## src/rtl/csr_pkg.sv

```systemverilog
`default_nettype none
// ============================================================================
// Package     : csr_pkg
// Description : Machine-mode CSR addresses, bit positions, interrupt cause
//               codes and the trap sequencer state type for trap_ctrl.
// Revision    : 1.0 - initial release
// ============================================================================
package csr_pkg;

   // CSR addresses
   localparam logic [11:0] ADDR_MSTATUS = 12'h300;
   localparam logic [11:0] ADDR_MIE     = 12'h304;
   localparam logic [11:0] ADDR_MTVEC   = 12'h305;
   localparam logic [11:0] ADDR_MEPC    = 12'h341;
   localparam logic [11:0] ADDR_MCAUSE  = 12'h342;
   localparam logic [11:0] ADDR_MIP     = 12'h344;

   // Bit positions inside mstatus / mie / mip
   localparam int unsigned BIT_MIE  = 3;
   localparam int unsigned BIT_MPIE = 7;
   localparam int unsigned BIT_MTIE = 7;
   localparam int unsigned BIT_MTIP = 7;
   localparam int unsigned BIT_MEIE = 11;
   localparam int unsigned BIT_MEIP = 11;

   // Interrupt cause codes (low 31 bits of mcause)
   localparam logic [30:0] CAUSE_MTI = 31'd7;
   localparam logic [30:0] CAUSE_MEI = 31'd11;

   typedef enum logic [0:0] {
      IDLE     = 1'b0,
      REDIRECT = 1'b1
   } trap_state_t;

endpackage : csr_pkg
`default_nettype wire

```

## src/rtl/trap_ctrl_irq_prio.sv

```systemverilog
`default_nettype none
// ============================================================================
// Module      : irq_prio
// Description : Combinational interrupt arbiter. Raises a take request when
//               machine interrupts are globally enabled and an enabled source
//               is pending; external wins over timer.
// Ports       : i_mstatus, i_mie, i_mip - architectural CSR views
//               o_take_req              - an interrupt may be taken
//               o_cause                 - cause code of the winning source
// Revision    : 1.0 - initial release
// ============================================================================
module irq_prio
   import csr_pkg::*;
#(
   parameter int DW = 32
) (
   input  logic [DW-1:0] i_mstatus,
   input  logic [DW-1:0] i_mie,
   input  logic [DW-1:0] i_mip,
   output logic          o_take_req,
   output logic [30:0]   o_cause
);

   logic w_mei;
   logic w_mti;
   logic w_unused_bits;

   assign w_mei = i_mie[BIT_MEIE] & i_mip[BIT_MEIP];
   assign w_mti = i_mie[BIT_MTIE] & i_mip[BIT_MTIP];

   assign o_take_req = i_mstatus[BIT_MIE] & (w_mei | w_mti);
   assign o_cause    = w_mei ? CAUSE_MEI : CAUSE_MTI;

   // Only a handful of CSR bits matter for arbitration.
   assign w_unused_bits = ^{i_mstatus, i_mie, i_mip};

endmodule : irq_prio
`default_nettype wire

```

## src/rtl/trap_ctrl.sv

```systemverilog
`default_nettype none
// ============================================================================
// Module      : trap_ctrl
// Description : Machine-mode trap sequencer and CSR holder (mstatus, mie,
//               mip, mtvec, mepc, mcause). Takes timer/external interrupts
//               at the execute stage, sequences trap entry and mret return.
// Ports       : clk, rst                - clock, synchronous active-high reset
//               instr_valid, pc_in      - execute-stage instruction and PC
//               is_mret                 - execute-stage instruction is mret
//               csr_we/addr/wdata/rdata - CSR access (rdata combinational)
//               timer_irq, ext_irq      - interrupt levels
//               flush                   - kill the execute-stage instruction
//               redirect_valid/_pc      - one-cycle fetch redirect
// Revision    : 1.0 - initial release
// ============================================================================
module trap_ctrl
   import csr_pkg::*;
#(
   parameter int          DW        = 32,
   parameter logic [31:0] RST_MTVEC = 32'h0000_0000
) (
   input  logic          clk,
   input  logic          rst,
   input  logic          instr_valid,
   input  logic [DW-1:0] pc_in,
   input  logic          is_mret,
   input  logic          csr_we,
   input  logic [11:0]   csr_addr,
   input  logic [DW-1:0] csr_wdata,
   output logic [DW-1:0] csr_rdata,
   input  logic          timer_irq,
   input  logic          ext_irq,
   output logic          flush,
   output logic          redirect_valid,
   output logic [DW-1:0] redirect_pc
);

   trap_state_t r_state;
   trap_state_t w_state_nxt;

   logic          r_mie_en;   // mstatus.MIE
   logic          r_mpie;     // mstatus.MPIE
   logic          r_mtie;
   logic          r_meie;
   logic          r_mtip;
   logic          r_meip;
   logic [DW-1:0] r_mtvec;
   logic [31:2]   r_mepc;
   logic [DW-1:0] r_mcause;

   logic [DW-1:0] w_mstatus;
   logic [DW-1:0] w_mie;
   logic [DW-1:0] w_mip;
   logic          w_take_req;
   logic          w_take;
   logic [30:0]   w_cause;
   logic [DW-1:0] w_trap_target;
   logic          w_do_take;
   logic          w_do_mret;
   logic          w_do_write;

   // Architectural views of the sparse CSRs
   always_comb begin
      w_mstatus           = '0;
      w_mstatus[BIT_MIE]  = r_mie_en;
      w_mstatus[BIT_MPIE] = r_mpie;
      w_mie               = '0;
      w_mie[BIT_MTIE]     = r_mtie;
      w_mie[BIT_MEIE]     = r_meie;
      w_mip               = '0;
      w_mip[BIT_MTIP]     = r_mtip;
      w_mip[BIT_MEIP]     = r_meip;
   end

   irq_prio #(.DW(DW)) u_irq_prio (
      .i_mstatus  (w_mstatus),
      .i_mie      (w_mie),
      .i_mip      (w_mip),
      .o_take_req (w_take_req),
      .o_cause    (w_cause)
   );

   assign w_take = w_take_req & instr_valid;

   // Trap target uses mtvec/mcause as written at trap entry; modes 2/3
   // fall back to direct.
   assign w_trap_target = {r_mtvec[31:2], 2'b00}
                        + ((r_mtvec[1:0] == 2'b01) ? {r_mcause[29:0], 2'b00} : '0);

   // State register
   always_ff @(posedge clk) begin
      if (rst) r_state <= IDLE;
      else     r_state <= w_state_nxt;
   end

   // Next-state logic
   always_comb begin
      w_state_nxt = r_state;
      case (r_state)
         IDLE:     if (w_take) w_state_nxt = REDIRECT;
         REDIRECT: w_state_nxt = IDLE;
         default:  w_state_nxt = IDLE;
      endcase
   end

   // Output / action decode. Reset suppresses every strobe, including a
   // redirect that is already in flight.
   always_comb begin
      flush          = 1'b0;
      redirect_valid = 1'b0;
      redirect_pc    = '0;
      w_do_take      = 1'b0;
      w_do_mret      = 1'b0;
      w_do_write     = 1'b0;
      if (!rst) begin
         case (r_state)
            IDLE: begin
               if (w_take) begin
                  flush     = 1'b1;
                  w_do_take = 1'b1;
               end else if (instr_valid && is_mret) begin
                  flush          = 1'b1;
                  redirect_valid = 1'b1;
                  redirect_pc    = {r_mepc, 2'b00};
                  w_do_mret      = 1'b1;
               end else if (instr_valid && csr_we) begin
                  w_do_write = 1'b1;
               end
            end
            REDIRECT: begin
               flush          = 1'b1;
               redirect_valid = 1'b1;
               redirect_pc    = w_trap_target;
            end
            default: ;
         endcase
      end
   end

   // CSR state
   always_ff @(posedge clk) begin
      if (rst) begin
         r_mie_en <= 1'b0;
         r_mpie   <= 1'b0;
         r_mtie   <= 1'b0;
         r_meie   <= 1'b0;
         r_mtip   <= 1'b0;
         r_meip   <= 1'b0;
         r_mtvec  <= RST_MTVEC;
         r_mepc   <= '0;
         r_mcause <= '0;
      end else begin
         r_mtip <= timer_irq;
         r_meip <= ext_irq;
         if (w_do_take) begin
            r_mepc   <= pc_in[31:2];
            r_mcause <= {1'b1, w_cause};
            r_mpie   <= r_mie_en;
            r_mie_en <= 1'b0;
         end else if (w_do_mret) begin
            r_mie_en <= r_mpie;
            r_mpie   <= 1'b1;
         end else if (w_do_write) begin
            case (csr_addr)
               ADDR_MSTATUS: begin
                  r_mie_en <= csr_wdata[BIT_MIE];
                  r_mpie   <= csr_wdata[BIT_MPIE];
               end
               ADDR_MIE: begin
                  r_mtie <= csr_wdata[BIT_MTIE];
                  r_meie <= csr_wdata[BIT_MEIE];
               end
               ADDR_MTVEC:  r_mtvec  <= {csr_wdata[31:2], 1'b0, csr_wdata[0]};
               ADDR_MEPC:   r_mepc   <= csr_wdata[31:2];
               ADDR_MCAUSE: r_mcause <= csr_wdata;
               default: ;
            endcase
         end
      end
   end

   // Combinational CSR read
   always_comb begin
      csr_rdata = '0;
      case (csr_addr)
         ADDR_MSTATUS: csr_rdata = w_mstatus;
         ADDR_MIE:     csr_rdata = w_mie;
         ADDR_MTVEC:   csr_rdata = r_mtvec;
         ADDR_MEPC:    csr_rdata = {r_mepc, 2'b00};
         ADDR_MCAUSE:  csr_rdata = r_mcause;
         ADDR_MIP:     csr_rdata = w_mip;
         default:      csr_rdata = '0;
      endcase
   end

endmodule : trap_ctrl
`default_nettype wire
```

## config.mk

```make
export PLATFORM = sky130hd
export DESIGN_NAME = trap_ctrl
export DESIGN_NICKNAME = d
export VERILOG_FILES = /design/src/rtl/csr_pkg.sv /design/src/rtl/trap_ctrl_irq_prio.sv /design/src/rtl/trap_ctrl.sv
export SDC_FILE = /design/constraint.sdc
export NUM_CORES = 1
export LEC_CHECK = 0
export ABC_CLOCK_PERIOD_IN_PS = 3890
export BUFFER_PORTS_ARGS = -buffer_cell sky130_fd_sc_hd__buf_2
export CORE_MARGIN = 4
export CORE_UTILIZATION = 40
export DETAILED_ROUTE_END_ITERATION = 6
export SETUP_SLACK_MARGIN = 0.1
export SYNTH_ARGS = -nofsm -noshare
export SYNTH_HDL_FRONTEND = slang
export SYNTH_SLANG_ARGS = --single-unit
```

## constraint.sdc

```tcl
create_clock -name clk -period 3.89 [get_ports clk]
set_input_delay 0.778 -clock clk [delete_from_list [all_inputs] [get_ports clk]]
set_output_delay 0.778 -clock clk [all_outputs]
set_load 0.1 [all_outputs]
```

Word-level counts from Yosys, hierarchy flattened
Index checks and enable logic that the tools add are counted.

Register bits: 100. Input bits: 83. Output and inout bits: 66. Logic and storage cells: 82.

$add $sub $neg: 1. Eq/ne operators: 7. Multiplexer cells: 40. Bitwise gates (word level): 8. Reductions and logical operators: 16.

Operators by type and width (number): $mux W32 (8); $pmux W32 S6 (1); $mux W30 (4); $eq A12 B10 Y1 const B (6); $pmux W32 S2 (1); $add A32 B32 Y32 (1); $mux W1 (22); $reduce_bool A2 Y1 (5); $reduce_and A4 Y1 (2); $pmux W1 S2 (3); $reduce_and A3 Y1 (2); $reduce_bool A3 Y1 (2); $and A1 B1 Y1 (4); $mux W4 (1); $reduce_and A2 Y1 (2); $not A1 Y1 (3); $logic_and A1 B1 Y1 (2); $ne A2 B2 Y1 const B (1); $reduce_or A2 Y1 (1); $or A1 B1 Y1 (1).

Depth between registers and ports, before layout
Word-level depth: 10. Gate-level depth with buffers: 12. Mapped depth without buffers: 11.

Cells and area by module
From an unflattened synthesis, not the netlist that was laid out.

Cell total of the unflattened synthesis: 937. Area, all modules: 6977.9 sq um.

Modules (own cells, without submodules): trap_ctrl (times used 1, cells each 901, area an instance 6720.2 sq um, sequential area each 2001.9 sq um); irq_prio (times used 1, cells each 36, area an instance 257.7 sq um, sequential area each 0.0 sq um).

Worst setup path before layout
Ideal clock, no wire load.

Path kind: register to output. Start: register r_mtvec[0]. End: output redirect_pc[14]. Arrival time: 4.540 ns. Required time: 3.112 ns. Setup slack: -1.428 ns. Cell stages (with the launch flop): 13. Buffers on the path: 1. Cells stage by stage: dfxtp_1 -> clkbuf_1 -> and2_1 -> ha_1 -> inv_1 -> fa_1 -> and2b_1 -> o21ai_2 -> a2111oi_4 -> o21ai_0 -> o21ai_0 -> xnor2_1 -> o21ai_0.

Word-level cells in the longest chain between the ends: 4.

Ends and longest elaborated chain: start, declared (line trap_ctrl.sv:47) `logic [DW-1:0] r_mtvec;`; start signal, assigned (line trap_ctrl.sv:173) `ADDR_MTVEC: r_mtvec <= {csr_wdata[31:2], 1'b0, csr_wdata[0]};`; $mux W32 (line trap_ctrl.sv:88) `+ ((r_mtvec[1:0] == 2'b01) ? {r_mcause[29:0], 2'b00} : '0);`; $add A32 B32 Y32 (line trap_ctrl.sv:88); $pmux W32 S2 (line trap_ctrl.sv:116) `case (r_state)`; $mux W32 (line trap_ctrl.sv:115) `if (!rst) begin`; end, declared (line trap_ctrl.sv:35) `output logic [DW-1:0] redirect_pc`.

No other way between the ends.

Final worst setup path
Start: register r_mtvec[0]. End: output redirect_pc[30].

The elaborated chain is that of the path after synthesis.

==> impl_results.md <==
- Clk_skew: 0.00928 ns
- Startpoint types: flip-flop
- Final period utilization: 106%
- Worst setup EP type: output port
- Worst hold-check path type: flip-flop to flip-flop
- CTS max path bufs: 2
- Post-DRT Antenna Nets: 0
- Pre-Repair DR Iteration Count: 6
- Chip height: 137 um
- DR WL/cell: 18.5 um
- Cts hold-fix bufs: 0
- Hold depth: 2
- Hold Fails Final Rpt: 0
- Number of synthesized flops with an enable pin: 0
- Run status: finished with violations
- Leak Pwr: 0.00387 uW
- RSZ-0062 raised after global routing: yes
- Gpl congestion: 0.901
- CP peak stage delay: 0.37 ns
- Post-Syn Area: 6640 um^2
- PD cells: 207 nW/um^2
- Cells after Synth: 928
- Post-Syn Area per Cell: 7.16 um^2
- Port buffer count: 144
- Share of layout cells above drive strength 1: 30.6%
- # diodes: 0
- Crit Path Class: flip-flop to output port
- First-pass GRT wire length: 37400 um
- Row count: 46
- Final Instance Area: 9850 um^2
- Fin util: 61.4%
- Clock tree root driver cell: clkbuf_16
- Worst-path clk slew: 0.07 ns
- Crit path max fanout: 7
- Initial Util: 41.4%
- Core area: 16100 um^2
- All-Layer GR Usage: 25.0%
- Cell depth of the worst setup path: 12
- Post-synth top area share: 30.1%
- H-tree Lvls: 3
- Max Transition Viols Final: 0
- CP required: 3.11 ns
- Reg2reg path depth: 7
- Failing checks: negative setup slack
- Top cells by count, synth: nand2_1 (241), dfxtp_1 (100), a21oi_1 (86), clkbuf_1 (54), nor2_1 (52)
- CTS Sinks: 100
- # DRC: 0
- Largest net degree at the start of global routing: 50
- Total routed wirelength: 23900 um
- Drt initial violations: 655
- Maximum VDD drop: 207 uV
- Crit path max-delay family: compound AO/OA/AOI/OAI gates
- Hpwl dp: 16300 um
- Total power: 2040 uW
- CTS Buf Count: 9
- Final min period: 4.11 ns
- Seq cells post-synth: 100
- Area delta synth->final: 48.4%
- Bufs and invs on worst path: 3
- Main synth FF type: dfxtp_1
- TritonCTS clock tree: done
- Worst skew pair latency: 0.36 ns
- Slew of the pin with the lowest slew margin: 0.907 ns
- Setup ws final: -0.216 ns
- Total congestion overflow: 0
- Synth area leaders: dfxtp_1 (30%), nand2_1 (14%), a21oi_1 (6.5%)
- Critical Path, Cell by Cell: buf_6 > buf_12 > and2_1 > ha_4 > a21oi_1 > o21ai_1 > a21oi_1 > nand2b_2 > a2111oi_4 > or3_1 > a32o_4 > buf_12
- Max Clk Rate: 0.244 GHz
- Number of global-route vias before repair: 7214
- I/O pin count: 149
- Final TNS setup: -1.31 ns
- Slew headroom: 39.6%
- Max_cap viols: 0
- Routed vias/inst: 5.73
- Detailed-route via count: 7431
- Initial antenna violation count: 0
- Fin nets: 1188
- Die area: 18700 um^2
- Layout Cells excl Fill: 1296
- Fraction of registers with async set or reset after synthesis: 0%
- Critical Path AT: 3.33 ns
- Final setup vio count: 11
- Distinct cells, synth: 69
- Placed Cells: 1261
- CP max stage cell: or3_1
- Dpl cell area: 8810 um^2
- Count leader, synth: nand2_1
- Post-synth top area cell: dfxtp_1
- Sequential share of the synthesized area: 30.1%
- DIE WIDTH: 137 um
- Synth warn: 0
final timing paths:
path / start / endpoint / slack, ns
max: r_mtvec[0] / redirect_pc[30] / -0.22
min: r_mcause[30] / r_mcause[30] / 0.46
max reg2reg: r_meie / r_mcause[11] / 1.32
min reg2reg: r_mcause[30] / r_mcause[30] / 0.46
logic make-up after synthesis:
group | Yosys count | synth area share (%)
buffers and inverters | 92 | 5.58
AOI/OAI and AO/OA | 254 | 26.2
and+or+nand+nor | 429 | 29.2
DFF | 100 | 30.1
adders and majority gates | 30 | 5.76
muxes | 9 | 1.39
xor gates and xnor gates | 13 | 1.71
other | 1 | 0.0565
registers in the layout (all words and copies together), names as in the netlist:
signal	count
r_meip	1
r_mtvec	31
r_mcause	32
r_mie_en	1
r_mepc	30
r_state	1
r_mpie	1
r_mtie	1
r_meie	1
r_mtip	1
metal layers:
layer	vias up	track usage (%)	routed length (um)
li1	3588	-	-
met2	290	41.9	11700
met1	3524	33.3	10300
met5	-	0	0
met4	0	6.71	430
met3	29	4.41	1550
stage by stage:
stage          hold WS, ns  setup WS, ns
6_report             0.458        -0.216
5_1_grt              0.481        -0.349
4_1_cts              0.459        -0.315
3_5_place_dp         0.447       -0.0394
3_3_place_gp         0.442       -0.0334
2_1_floorplan        0.432        -0.612
final cells by class:
class,instances,area (um^2)
clock inverters,5,41.3
fillers,1371,6200
well taps,216,270
flip-flops and latches,100,2000
clock buffers,11,253
multi-input cells,737,4970
inverters,20,75.1
repair buffers,207,2240
worst reg2reg max path, delay by kind of cell (launching register included):
kind | cells | cell delay, ns
buf+inv | 1 | 0.39
flops | 1 | 0.39
compound gates | 3 | 1.07
simple gates | 3 | 0.64
report_power, final:
group	internal (uW)	leakage, uW	switching (uW)
Sequential	1020	0.000806	1.80
Clock	475	0.000139	423
Combinational	41.6	0.00293	74.4
Total	1540	0.00387	500
layout by cell type (no fill, tap or decap), types with 25 or more instances in the layout:
cell type    n
and2_1      25
nand3_1     39
nor2_1      52
a21oi_1     78
dfxtp_1     99
nand2_1    235
buf_12      67
buf_2       81
buf_4       49
a311oi_1    31
timing repair:
item,CTS,global route
pin swaps,37,34
gates cloned,0,1
buffers inserted,10,9
resized for setup,68,45
endpoints found under the setup margin,19,22
Power figures use the tool's default switching activity.
